## src/rtl/tx_arbiter.sv

```systemverilog
// Round-robin arbiter that hands frames from two requesters to a serial transmitter.
// It enforces a start timeout and an idle gap between consecutive frames.
module tx_arbiter #(
    parameter int DATA_W        = 8,
    parameter int GAP_CYCLES    = 5200,
    parameter int START_TIMEOUT = 16
) (
    input  logic              clk,
    input  logic              rst,
    input  logic              req0,
    input  logic [DATA_W-1:0] data0,
    input  logic              req1,
    input  logic [DATA_W-1:0] data1,
    output logic              gnt0,
    output logic              gnt1,
    output logic              done0,
    output logic              done1,
    output logic              err,
    output logic              tx_start,
    output logic [DATA_W-1:0] tx_data,
    input  logic              tx_busy
);

    localparam int GAP_W = $clog2(GAP_CYCLES + 1);
    localparam int TO_W  = $clog2(START_TIMEOUT + 1);
    localparam logic [GAP_W-1:0] GAP_LAST = GAP_W'(GAP_CYCLES - 1);
    localparam logic [TO_W-1:0]  TO_LAST  = TO_W'(START_TIMEOUT - 1);

    typedef enum logic [1:0] {IDLE, START, BUSY, GAP} state_t;

    state_t              state_q, state_d;
    logic [GAP_W-1:0]    gap_cnt_q, gap_cnt_d;
    logic [TO_W-1:0]     to_cnt_q, to_cnt_d;
    logic                last_q, last_d;
    logic                owner_q, owner_d;
    logic                gnt0_q, gnt0_d;
    logic                gnt1_q, gnt1_d;
    logic                done0_q, done0_d;
    logic                done1_q, done1_d;
    logic                err_q, err_d;
    logic                tx_start_q, tx_start_d;
    logic [DATA_W-1:0]   tx_data_q, tx_data_d;
    logic                win;

    always_comb begin
        state_d    = state_q;
        gap_cnt_d  = gap_cnt_q;
        to_cnt_d   = to_cnt_q;
        last_d     = last_q;
        owner_d    = owner_q;
        tx_data_d  = tx_data_q;
        gnt0_d     = 1'b0;
        gnt1_d     = 1'b0;
        done0_d    = 1'b0;
        done1_d    = 1'b0;
        err_d      = 1'b0;
        tx_start_d = 1'b0;
        // On a tie the requester that was not granted last wins; a lone request always wins.
        win        = (req0 && req1) ? ~last_q : req1;

        case (state_q)
            IDLE: begin
                if (req0 || req1) begin
                    owner_d    = win;
                    last_d     = win;
                    tx_data_d  = win ? data1 : data0;
                    gnt0_d     = ~win;
                    gnt1_d     = win;
                    tx_start_d = 1'b1;
                    to_cnt_d   = '0;
                    state_d    = START;
                end
            end
            START: begin
                if (tx_busy) begin
                    to_cnt_d = '0;
                    state_d  = BUSY;
                end else if (to_cnt_q == TO_LAST) begin
                    err_d    = 1'b1;
                    to_cnt_d = '0;
                    state_d  = IDLE;
                end else begin
                    to_cnt_d = to_cnt_q + 1'b1;
                end
            end
            BUSY: begin
                if (!tx_busy) begin
                    done0_d   = ~owner_q;
                    done1_d   = owner_q;
                    gap_cnt_d = '0;
                    state_d   = GAP;
                end
            end
            GAP: begin
                if (gap_cnt_q == GAP_LAST) begin
                    gap_cnt_d = '0;
                    state_d   = IDLE;
                end else begin
                    gap_cnt_d = gap_cnt_q + 1'b1;
                end
            end
            default: state_d = IDLE;
        endcase
    end

    always_ff @(posedge clk) begin
        if (rst) begin
            state_q    <= IDLE;
            gap_cnt_q  <= '0;
            to_cnt_q   <= '0;
            last_q     <= 1'b1;
            owner_q    <= 1'b0;
            gnt0_q     <= 1'b0;
            gnt1_q     <= 1'b0;
            done0_q    <= 1'b0;
            done1_q    <= 1'b0;
            err_q      <= 1'b0;
            tx_start_q <= 1'b0;
            tx_data_q  <= '0;
        end else begin
            state_q    <= state_d;
            gap_cnt_q  <= gap_cnt_d;
            to_cnt_q   <= to_cnt_d;
            last_q     <= last_d;
            owner_q    <= owner_d;
            gnt0_q     <= gnt0_d;
            gnt1_q     <= gnt1_d;
            done0_q    <= done0_d;
            done1_q    <= done1_d;
            err_q      <= err_d;
            tx_start_q <= tx_start_d;
            tx_data_q  <= tx_data_d;
        end
    end

    assign gnt0     = gnt0_q;
    assign gnt1     = gnt1_q;
    assign done0    = done0_q;
    assign done1    = done1_q;
    assign err      = err_q;
    assign tx_start = tx_start_q;
    assign tx_data  = tx_data_q;

endmodule

```

## config.mk

```make
export PLATFORM = sky130hd
export DESIGN_NAME = tx_arbiter
export DESIGN_NICKNAME = d
export VERILOG_FILES = /design/src/rtl/tx_arbiter.sv
export SDC_FILE = /design/constraint.sdc
export NUM_CORES = 1
export LEC_CHECK = 0
export CAP_MARGIN = 20
export CORE_MARGIN = 2
export CORE_UTILIZATION = 50
export CTS_CLUSTER_SIZE = 24
export DETAILED_ROUTE_END_ITERATION = 10
export HOLD_SLACK_MARGIN = 0.12
export PLACE_DENSITY = 0.83
export SLEW_MARGIN = 20
export SYNTH_ARGS = -nofsm -noshare
export SYNTH_HDL_FRONTEND = slang
export SYNTH_SLANG_ARGS = --single-unit
export TNS_END_PERCENT = 30
```

## constraint.sdc

```tcl
create_clock -name clk -period 2.5 [get_ports clk]
set_clock_uncertainty 0.1 [all_clocks]
set_input_delay 0.25 -clock clk [delete_from_list [all_inputs] [get_ports clk]]
set_output_delay 0.25 -clock clk [all_outputs]
set_load 0.02 [all_outputs]
```

==> impl_results.md, run 1 <==
* DRC violations left at 0
* Mapped cell area at 1627 sq um
* Sw frac at 0.2714
* Die area at 3725 sq um
* MaxCap Viol Count at 0
* Routed Antenna Nets at 0
* R2R Path Start: state_q[0]
* Die Y at 61.04 microns
* CTS root buf: clkbuf_4
* Final Max Tran Viols at 0
* Hold endpoint: done0
* Htree depth at 2
* Die span in x at 61.04 microns
* Vias in the first global route at 1248
* Core area at 3078 sq um
* R2R Setup Slk at 0.49 ns
* Peak supply drop at 0.0003837 V
* Final nets at 235
* Combinational share of power at 0.197
* Via count at 1416
* Worst skew pair latency at 0.33 ns
* RSZ-0062 raised after global routing: false
* Slew headroom at 0.6845
* Final Hold Fails at 0
* Pin count of the biggest net entering global routing at 22
* Leakage power at 0.7526 nW
* Worst-path fanout max at 12
* Asr flop ratio synth at 0
* Detailed Route WL at 3248 microns
* Total Routing Usage GR at 0.1936
* First-pass GRT wire length at 5299 microns
* Antenna cells at 0
* Crit. End Element: flip-flop
* Area of the multi-input gates at 829.5 sq um
* Post_cts resized at 0
* Post-synth top flop: dfxtp_1
* Area grow syn2layout at 25.54%
* Power Density at 577.0 nW/um^2
* Outcome: finished clean
* Vias/cell at 5.510
* Sequential standard cell area at 720.7 sq um
* CTS tree: built
* CTS sink cnt at 36
* Req. time, crit path at 2.67 ns
* Setup total negative slack at 0 ns
* WHS Path Cells at 1
* Worst Hold Class: flip-flop to flip-flop
* # fillers at 263
* DR pass1 iterations at 4
* Post-CTS Hold Buffers at 0
* Placed cells at 249
* HP Start: owner_q
* Cell Rows at 20
* Initial antenna violation count at 0
* Number of flops mapped to enable cells by yosys at 0
* Reg-to-reg endpoint: gap_cnt_q[12]
* Most frequent cells in the layout: dfxtp_1 (36), clkdlybuf4s50_1 (34), nor2_1 (23)
* Most common cell after layout, fill and taps aside: dfxtp_1
* Unique cell type count in the Yosys netlist at 42
* Syn Nets at 198
* Initial cell density of the core at 0.5285
* Register area share after synthesis at 0.4431
* IO buf count at 34
* Layout cells sized above 1 at 0.08920
* I/O pin cnt at 35
* Startpoint Class: flip-flop
* Clock buffer depth at 2
* Syn avg cell area at 9.295 sq um
* Worst slew pin tran at 0.4696 ns
* DR WL/cell at 12.64 microns
* Syn Inst Count at 175
* RePlAce Congestion at 0.7832
* Number of buffers created by CTS at 5
* WHS at 0.3693 ns
* Clk pwr share at 0.270
* Total internal power at 0.0008585 W
* DR iter-0 viols at 68
* Final Cycle Share at 0.8033
* Postcts setup bufs at 0
* Flops & latches, synth at 36
* DPL Wire Length at 2390 microns
* Non-filler cells, final at 257
* Worst reg2reg path depth at 4
* Sequential share of power at 0.533
* Crit Path Category: flip-flop to flip-flop
* Final setup fails at 0
* Warnings, synthesis at 0
* WP data arrival at 2.18 ns
* Worst-path clk slew at 0.10 ns
* Net switching power at 0.0003197 W
* Fin crit period at 2.008 ns
* Max Clk Rate at 498.0 MHz
* Total congestion overflow at 0
-- synth_stat cells, types with 2 or more instances --
cell	number	area, sq um
nand2_1	12	45.04
o31ai_1	2	15.01
mux2i_1	8	80.08
ha_1	2	25.02
inv_1	2	7.510
a21oi_1	11	55.05
clkbuf_1	3	11.26
a311oi_1	2	17.52
xnor2_1	3	26.28
nor3_1	6	30.03
nand4_1	7	43.79
nor2_1	23	86.33
o21ai_0	6	30.03
and4_2	2	20.02
xor2_1	4	35.03
clkbuf_8	3	41.29
nand3_1	6	30.03
or4b_1	2	20.02
or3_1	4	25.02
a211oi_1	8	60.06
dfxtp_1	36	720.7
and3_1	3	18.77
-- registers in the layout, summed over array words and instances (netlist names), named ones only --
| name | flops |
|---|---|
| tx_data | 8 |
| gnt0 | 1 |
| to_cnt_q | 5 |
| done0 | 1 |
| owner_q | 1 |
| gap_cnt_q | 13 |
| tx_start | 1 |
| done1 | 1 |
| err | 1 |
| gnt1 | 1 |
| state_q | 1 |
| last_q | 1 |
-- worst max-delay path: stages, from the launching register on --
cell and delay, ns:
dfxtp_1 0.57, nand2b_1 0.32, nand4_1 0.29, or4_1 0.54, a21oi_1 0.14
-- stage by stage --
| stage | setup slack [ns] | total power, W | cell area, sq um | utilization |
|---|---|---|---|---|
| final | 0.4918 | 0.001178 | 2042 | 0.6634 |
| after CTS | 0.5080 | 0.001190 | 2042 | 0.6634 |
| after global placement | 0.4306 | 0.0008656 | 1983 | 0.6443 |
| after detailed placement | 0.3593 | 0.0008734 | 1983 | 0.6443 |
| after floorplan | 0.7048 | 0.0007807 | 1627 | - |
| after global routing | 0.3486 | 0.001243 | 2042 | 0.6634 |
-- power by group through the flow --
| stage | Clock (W) | Sequential [W] | Combinational [W] |
|---|---|---|---|
| floorplan | 0 | 0.000661 | 0.000120 |
| global placement | 0 | 0.000639 | 0.000227 |
| detailed placement | 0 | 0.000640 | 0.000233 |
| CTS | 0.000329 | 0.000627 | 0.000234 |
| global route | 0.000357 | 0.000631 | 0.000255 |
| finish | 0.000319 | 0.000627 | 0.000232 |
-- worst max-delay path by stage --
stage	startpoint	endpoint	slack (ns)
floorplan	gap_cnt_q[7]	gap_cnt_q[9]	0.70
CTS	state_q[0]	gap_cnt_q[12]	0.51
detailed placement	tx_busy	gap_cnt_q[12]	0.36
finish	state_q[0]	gap_cnt_q[12]	0.49
global route	state_q[0]	gap_cnt_q[12]	0.35
global placement	tx_busy	gap_cnt_q[12]	0.43
-- cells by family after synthesis --
kind of cell,synth area share
AND/OR/NAND/NOR,0.2423
AO/OA/AOI/OAI,0.1654
flip-flops,0.4431
buffers and inverters,0.04692
multiplexers,0.04923
XOR/XNOR,0.03769
adder cells (fa/ha/maj),0.01538
-- area by class of cell --
type | count | share of cell area
tap | 44 | 0.02696
timing repair buffer | 38 | 0.1814
multi-input combinational | 129 | 0.4062
sequential | 36 | 0.3529
inverter | 2 | 0.003676
clock buffer | 8 | 0.02880
-- per-layer routing --
| metal | routed length, microns | GRT usage | vias up |
|---|---|---|---|
| li1 | - | - | 718 |
| met1 | 1437 | 0.2295 | 638 |
| met2 | 1473 | 0.3040 | 53 |
| met3 | 279 | 0.08824 | 7 |
| met4 | 57 | 0.08075 | 0 |
| met5 | 0 | 0 | - |
(Power assumes the default switching activity.)
==> inputs of run 2 (changes only) <==
- clock period: 2.5 -> 2 ns (I/O delays scaled with it)
==> run 2 against run 1 <==
Against the previous run: clock-buffer cell count shrank 2; maximum frequency increased by 4.4%; sequential cell count unchanged; sequential share of layout area is 0.17 points lower; non-clock buffer count increased by 3; first-iteration DRC count decreased by 35%; via count increased by 3.2%; design area increased by 0.49%; worst setup slack worse by 0.41 ns; global-route usage grew 1.4 points; critical path type unchanged; highest routed layer unchanged.
==> impl_results.md, run 2 (synthesis results as in run 1) <==
* Outcome: finished clean (unchanged)
* Startpoint Class: flip-flop (unchanged)
* Crit Path Category: flip-flop to flip-flop (unchanged)
* Initial antenna violation count at 0 (unchanged)
* Total congestion overflow at 0 (unchanged)
* DR pass1 iterations at 4 (unchanged)
* Leakage power at 0.7619 nW (was 0.7526 nW)
* Power Density at 701.7 nW/um^2 (was 577.0 nW/um^2)
* MaxCap Viol Count at 0 (unchanged)
* CTS tree: built (unchanged)
* Worst slew pin tran at 0.4876 ns (was 0.4696 ns)
* WP data arrival at 2.05 ns (was 2.18 ns)
* Post_cts resized at 0 (unchanged)
* RePlAce Congestion at 0.8165 (was 0.7832)
* Peak supply drop at 0.0004598 V (was 0.0003837 V)
* Pin count of the biggest net entering global routing at 19 (was 22)
* # fillers at 265 (was 263)
* Most frequent cells in the layout: dfxtp_1 (36), clkdlybuf4s50_1 (34), nor2_1 (23) (unchanged)
* Worst-path fanout max at 10 (was 12)
* IO buf count at 34 (unchanged)
* DRC violations left at 0 (unchanged)
* Via count at 1462 (was 1416)
* DPL Wire Length at 2546 microns (was 2390 microns)
* Core area at 3078 sq um (unchanged)
* Clock buffer depth at 2 (unchanged)
* CTS sink cnt at 36 (unchanged)
* Fin crit period at 1.923 ns (was 2.008 ns)
* Flip-flop count of the largest register after layout at 13 (unchanged)
* Die Y at 61.04 microns (unchanged)
* First-pass GRT wire length at 5644 microns (was 5299 microns)
* Final Max Tran Viols at 0 (unchanged)
* Die area at 3725 sq um (unchanged)
* Routed Antenna Nets at 0 (unchanged)
* Worst skew pair latency at 0.34 ns (was 0.33 ns)
* RSZ-0062 raised after global routing: false (unchanged)
* Crit. End Element: flip-flop (unchanged)
* Slew headroom at 0.6745 (was 0.6845)
* Number of buffers created by CTS at 5 (unchanged)
* Max Clk Rate at 520.1 MHz (was 498.0 MHz)
* I/O pin cnt at 35 (unchanged)
* Post-CTS Hold Buffers at 0 (unchanged)
* Vias in the first global route at 1373 (was 1248)
* Area grow syn2layout at 26.15% (was 25.54%)
* Worst Hold Class: flip-flop to flip-flop (unchanged)
* Final Hold Fails at 0 (unchanged)
* Detailed Route WL at 3412 microns (was 3248 microns)
* Final Cycle Share at 0.9614 (was 0.8033)
* Req. time, crit path at 2.13 ns (was 2.67 ns)
* Initial cell density of the core at 0.5285 (unchanged)
* Largest Register: gap_cnt_q (unchanged)
* Total Routing Usage GR at 0.2078 (was 0.1936)
* Most common cell after layout, fill and taps aside: dfxtp_1 (unchanged)
* Die span in x at 61.04 microns (unchanged)
* Worst-path clk slew at 0.10 ns (about the same)
* DR WL/cell at 13.17 microns (was 12.64 microns)
* Layout cells sized above 1 at 0.1023 (was 0.08920)
* Htree depth at 2 (unchanged)
* Setup total negative slack at 0 ns (unchanged)
* Final setup fails at 0 (unchanged)
* Vias/cell at 5.645 (was 5.510)
* Antenna cells at 0 (unchanged)
* CTS root buf: clkbuf_4 (unchanged)
* Postcts setup bufs at 0 (unchanged)
* DR iter-0 viols at 44 (was 68)
* Cell Rows at 20 (unchanged)
* Final Core Density at 0.6667 (was 0.6634)
* Final nets at 238 (was 235)
-- run 2: metal layers --
metal,GRT usage,vias up,share of wire
li1,-,719,-
met1,0.2342,675,0.41
met2,0.3419,63,0.49
met3,0.07563,5,0.087
met4,0.1118,0,0.017
met5,0,-,0
-- run 2: report_power, final --
part,switching [W],internal [W]
clock,0.000227,0.000129
combinational,0.000150,0.000149
sequential,0.0000283,0.000756
-- run 2: through the flow --
stage | cells | hold slack [ns] | power, W | setup WS (ns) | area (sq um)
2_1_floorplan | 175 | 0.2650 | 0.0009758 | 0.2048 | 1627
3_3_place_gp | 252 | 0.3344 | 0.001089 | 0.1354 | 2006
3_5_place_dp | 252 | 0.3372 | 0.001100 | 0.09088 | 2006
4_1_cts | 259 | 0.3530 | 0.001455 | 0.08579 | 2052
5_1_grt | 259 | 0.3880 | 0.001511 | 0.006184 | 2052
6_report | 259 | 0.3524 | 0.001440 | 0.07730 | 2052
-- run 2: area by class of cell --
| type | instances | area (sq um) | share of cell area |
|---|---|---|---|
| inverters | 2 | 7.507 | 0.003659 |
| repair buffers | 41 | 392.9 | 0.1915 |
| multi-input cells | 129 | 829.5 | 0.4043 |
| well taps | 44 | 55.05 | 0.02683 |
| flip-flops and latches | 36 | 720.7 | 0.3512 |
| clock inverters | 1 | 5.005 | 0.002439 |
| clock buffers | 6 | 41.29 | 0.02012 |
-- run 2: worst paths after layout --
path                                    from           end  slack, ns  cells after the start
worst max register to register  gap_cnt_q[7]  gap_cnt_q[5]       0.08                      4
worst max-delay path            gap_cnt_q[7]  gap_cnt_q[5]       0.08                      4
worst min register to register       owner_q         done0       0.35                      1
worst min-delay path                 owner_q         done0       0.35                      1
-- run 2: critical path, stage by stage (launching register included) --
cell     delay, ns
dfxtp_1       0.37
or4b_1        0.57
o311a_4       0.41
o21ai_4       0.28
nor2_1        0.09
==> variant 1, RTL diff (settings of run 1) <==
Encoding of `state_t`: now one-hot (4 bits for 4 states).
--- a/src/rtl/tx_arbiter.sv
+++ b/src/rtl/tx_arbiter.sv
@@ -27,5 +27,5 @@
     localparam logic [TO_W-1:0]  TO_LAST  = TO_W'(START_TIMEOUT - 1);
 
-    typedef enum logic [1:0] {IDLE, START, BUSY, GAP} state_t;
+    typedef enum logic [3:0] {IDLE = 4'b0001, START = 4'b0010, BUSY = 4'b0100, GAP = 4'b1000} state_t;
 
     state_t              state_q, state_d;
Behaviour: same outputs for any inputs over 10 cycles, from zero or initial values and one cycle with rst high; not proved beyond that.
==> variant 1 against run 1 <==
- power is 24% higher
- die area is 13% higher
- design area is 12% higher
- setup slack worse by 0.039 ns
- combinational power is 57% higher
- core utilization is 2.7 points lower
- sequential power is 12% higher
- area after synthesis is 14% higher
- clock power is 24% higher
- routed wire length is 16% higher
- sequential cell count is 2 higher
- hold slack worse by 0.021 ns
- critical path depth stayed put
- highest routed layer unchanged
==> variant 1: results (changes against run 1) <==
* Clock buffer and inverter area fraction after layout: 3.44% (+0.56 points)
* Max VDD drop: 0.000427 V (+11%)
- The net count after synthesis is 229 (+16%).
* Worst Setup EP: to_cnt_q[3]$_SDFFE_PP0P_
- The count of non-filler cells in the finished layout is 286 (+11%).
* Multi-input logic portion of the cell area: 43.8% (+3.2 points)
* Layout net count: 261 (+11%)
- The part of the total power dissipated in sequential elements is 47.9% (-5.4 points).
- Area of the multi-input gates: 1010 sq um (+21%)
- Xor and xnor fraction of the mapped netlist area: 1.42% (-2.3 points)
* Layout cells sized above 1: 7.56% (-1.4 points)
- The placed standard-cell area is 2220 sq um (+12%).
- Synth area leaders: sky130_fd_sc_hd__dfxtp_1 41%, sky130_fd_sc_hd__mux2i_1 5.4%, sky130_fd_sc_hd__nor2_1 5.1%
- Fraction of power consumed by the clock network: 27.1% (about the same)
- The critical path data arrival time is 2.15 ns (-0.03 ns).
* Detailed Route Iter0 Violations: 93 (+37%)
* R2R Setup Slk: 0.45 ns (-0.04 ns)
- Detail Placement HPWL: 2650 um (+11%)
* Storage cell area: 761 sq um (+5.6%)
- The distinct cell type count after synthesis was 48 (+14%).
* Filler Cells Inserted: 306 (+16%)
- The reported clock group power came to 397 uW (+24%).
- The via count of the first global-routing pass came to 1,429 (+15%).
- Share of the clock period used by the worst path: 81.9% (+1.6 points)
- Sequential share of the synthesized area: 41.2% (-3.1 points)
- Place WS: 0.480 ns (+0.121 ns)
- The internal power consumption was 1030 uW (+19%).
- For hold timing, the worst endpoint is to_cnt_q[4]$_SDFFE_PP0P_.
* Sinks on the clock net: 38 (+5.6%)
- Routed WL: 3760 um (+16%)
- Compound-Gate Fraction of Synth Area: 18.6% (+2.1 points)
* Clk_buf instances: 5 (-3)
* Routed via count: 1,623 (+15%)
- The flow ran to the end, and the final reports show no timing, DRC or antenna violations.
- The maximum fanout along the worst path came to 11 (-1).
- Worst-skew pair later-pin latency: 0.29 ns (-0.04 ns)
* Post-synthesis adder-cell area fraction: 1.35% (-0.18 points)
* Mean instance size in the synthesized netlist: 8.97 sq um (-3.5%)
* Cell depth of the worst min-delay path: 2 (+1)
- The static leakage came to 0.000822 uW (+9.2%).
-- variant 1: cell types whose count changed after synthesis, moves of 5 or more --
cell	delta
sky130_fd_sc_hd__nand2b_1	+5
sky130_fd_sc_hd__clkbuf_1	+5
sky130_fd_sc_hd__buf_4	+5
sky130_fd_sc_hd__a31oi_1	+9
-- variant 1: worst max-delay path, cell delays in order, from the launching register on --
cell and delay (ns):
sky130_fd_sc_hd__dfxtp_1 0.55, sky130_fd_sc_hd__or4b_4 0.55, sky130_fd_sc_hd__nor3b_4 0.34, sky130_fd_sc_hd__a41oi_1 0.17, sky130_fd_sc_hd__a311oi_1 0.25
-- variant 1: layer usage --
metal | part of all wire (%) | GRT usage, %
met5 | 0 | 0
met4 | 1.5 | 7.71
met3 | 7.0 | 7.99
met2 | 46 | 30.8
met1 | 45 | 24.7
==> variant 2, RTL diff (settings of run 1) <==
Made on the original files. `GAP_CYCLES`: 5200 -> 2600.
--- a/src/rtl/tx_arbiter.sv
+++ b/src/rtl/tx_arbiter.sv
@@ -3,5 +3,5 @@
 module tx_arbiter #(
     parameter int DATA_W        = 8,
-    parameter int GAP_CYCLES    = 5200,
+    parameter int GAP_CYCLES    = 2600,
     parameter int START_TIMEOUT = 16
 ) (
Function: same outputs for any inputs over 10 cycles, from zero or initial values and one cycle with rst high; that may be too few to reach the edited logic, so the function may still have changed.
==> variant 2 against run 1 <==
- design area up 1.8%
- setup slack improved by 0.014 ns
- routed wire length grew 13%
- sequential cell count is 1 lower
- fmax rose by 0.71%
- power grew 10%
- area after synthesis down 1.6%
- synthesized cell count rose by 1.7%
- critical path type unchanged
- largest power group unchanged
==> variant 2: results (changes against run 1) <==
- The combined global-route utilization of all metal layers is 23.4% (+4.1 points).
* Number of cells in the design after placement: 253 (+1.6%)
- Detail Placement HPWL: 2670 um (+12%)
* Routed length per instance: 14.1 um (+11%)
* Status: complete, no violations
- Non-Filler Instances: 261 (+1.6%)
* Maximum number of pins on one net before global-route repair: 21 (-4.5%)
- Cell types with the highest counts after synthesis: 35 x sky130_fd_sc_hd__dfxtp_1, 24 x sky130_fd_sc_hd__nor2_1, 12 x sky130_fd_sc_hd__nand2_1
- Place WS: 0.332 ns (-0.0277 ns)
- Synth area leaders: sky130_fd_sc_hd__dfxtp_1 44%, sky130_fd_sc_hd__nor2_1 5.6%, sky130_fd_sc_hd__mux2i_1 5.0%
- More flip-flops sit in one register than any other, and that register is gap_cnt_q.
- The average size of a mapped cell is 8.99 sq um (-3.3%).
- P_leak: 0.000772 uW (+2.6%)
- Transition time of the tightest slew-check pin: 0.573 ns (+0.103 ns)
- Layout net count: 240 (+2.1%)
* Weighted congestion reported at the end of routability-driven placement: 0.826 (+5.5%)
* Biggest cell delay along the critical path: 0.65 ns (+0.08 ns)
- The total setup buffers inserted after CTS is 0 (unchanged).
- The first-pass iteration count of the detailed router came to 4 (unchanged).
- The net count after synthesis was 202 (+2.0%).
- The via count of the first global-routing pass came to 1,493 (+20%).
* Routed via count: 1,485 (+4.9%)
- The filler cell count was 247 (-6.1%).
* First-pass GRT wire length: 6320 um (+19%)
- The fraction of final layout cells with drive strength greater than 1 came to 7.83% (-1.1 points).
- The number of flip-flops in the largest register was 12 (-1).
- Netlist cell types: 43 (+2.4%)
- The worst-case vdd ir drop is 0.000456 V (+19%).
* Sequential share of the synthesized area: 43.8% (-0.52 points)
- The later-pin clock latency in the skew report was 0.35 ns (+0.02 ns).
- Cell with the largest stage delay on the worst path: sky130_fd_sc_hd__dfxtp_1
- Critical path peak fanout: 14 (+2)
- The number of levels the H-tree was split into is 2 (unchanged).
## variant 2: cells by family (layout without fill, tap and decap cells)
kind of cell	count (synthesis)	after routing	share of synthesized area (%)
simple gates	84	84	28.8
flops	35	35	43.8
compound gates	31	31	12.8
xor+xnor	9	9	4.93
mux	8	8	5.00
buf+inv	8	47	2.35
fa+ha+maj	3	3	2.35
## variant 2: worst paths after layout
check / startpoint / cells past startpoint / slack [ns] / to
setup / recovery: state_q[0]$_SDFFE_PP0P_ / 4 / 0.51 / gap_cnt_q[11]$_SDFFE_PP0P_
hold / removal: owner_q$_SDFFE_PP0N_ / 1 / 0.35 / done0$_SDFF_PP0_
setup reg to reg: state_q[0]$_SDFFE_PP0P_ / 4 / 0.51 / gap_cnt_q[11]$_SDFFE_PP0P_
hold reg to reg: owner_q$_SDFFE_PP0N_ / 1 / 0.35 / done0$_SDFF_PP0_
## variant 2: final cells by class
| class | count | area share, % |
|---|---|---|
| Clock buffer | 6 | 2.47 |
| Clock inverter | 2 | 1.69 |
| Inverter | 1 | 0.181 |
| Multi-Input combinational cell | 135 | 41.5 |
| Sequential cell | 35 | 33.7 |
| Tap cell | 44 | 2.65 |
| Timing Repair Buffer | 38 | 17.8 |
## variant 2: metal layers
layer,share of wire [%],vias to the layer above,routed length (um),global-route usage (%)
met2,50,67,1850,40.7
li1,-,719,-,-
met4,1.4,0,52,11.5
met3,7.4,9,273,10.2
met5,0,-,0,0
met1,41,690,1490,24.0
## variant 2: metrics by stage
step | total power (uW) | instance area [sq um]
CTS | 1300 | 2080
floorplan | 762 | 1600
detailed placement | 870 | 1990
global placement | 860 | 1990
finish | 1300 | 2080
global route | 1360 | 2080
## variant 2: power by group
group          leakage [uW]  switching [uW]  internal, uW
Sequential         0.000286            26.5           590
Clock             0.0000482             203           236
Combinational      0.000438             126           117
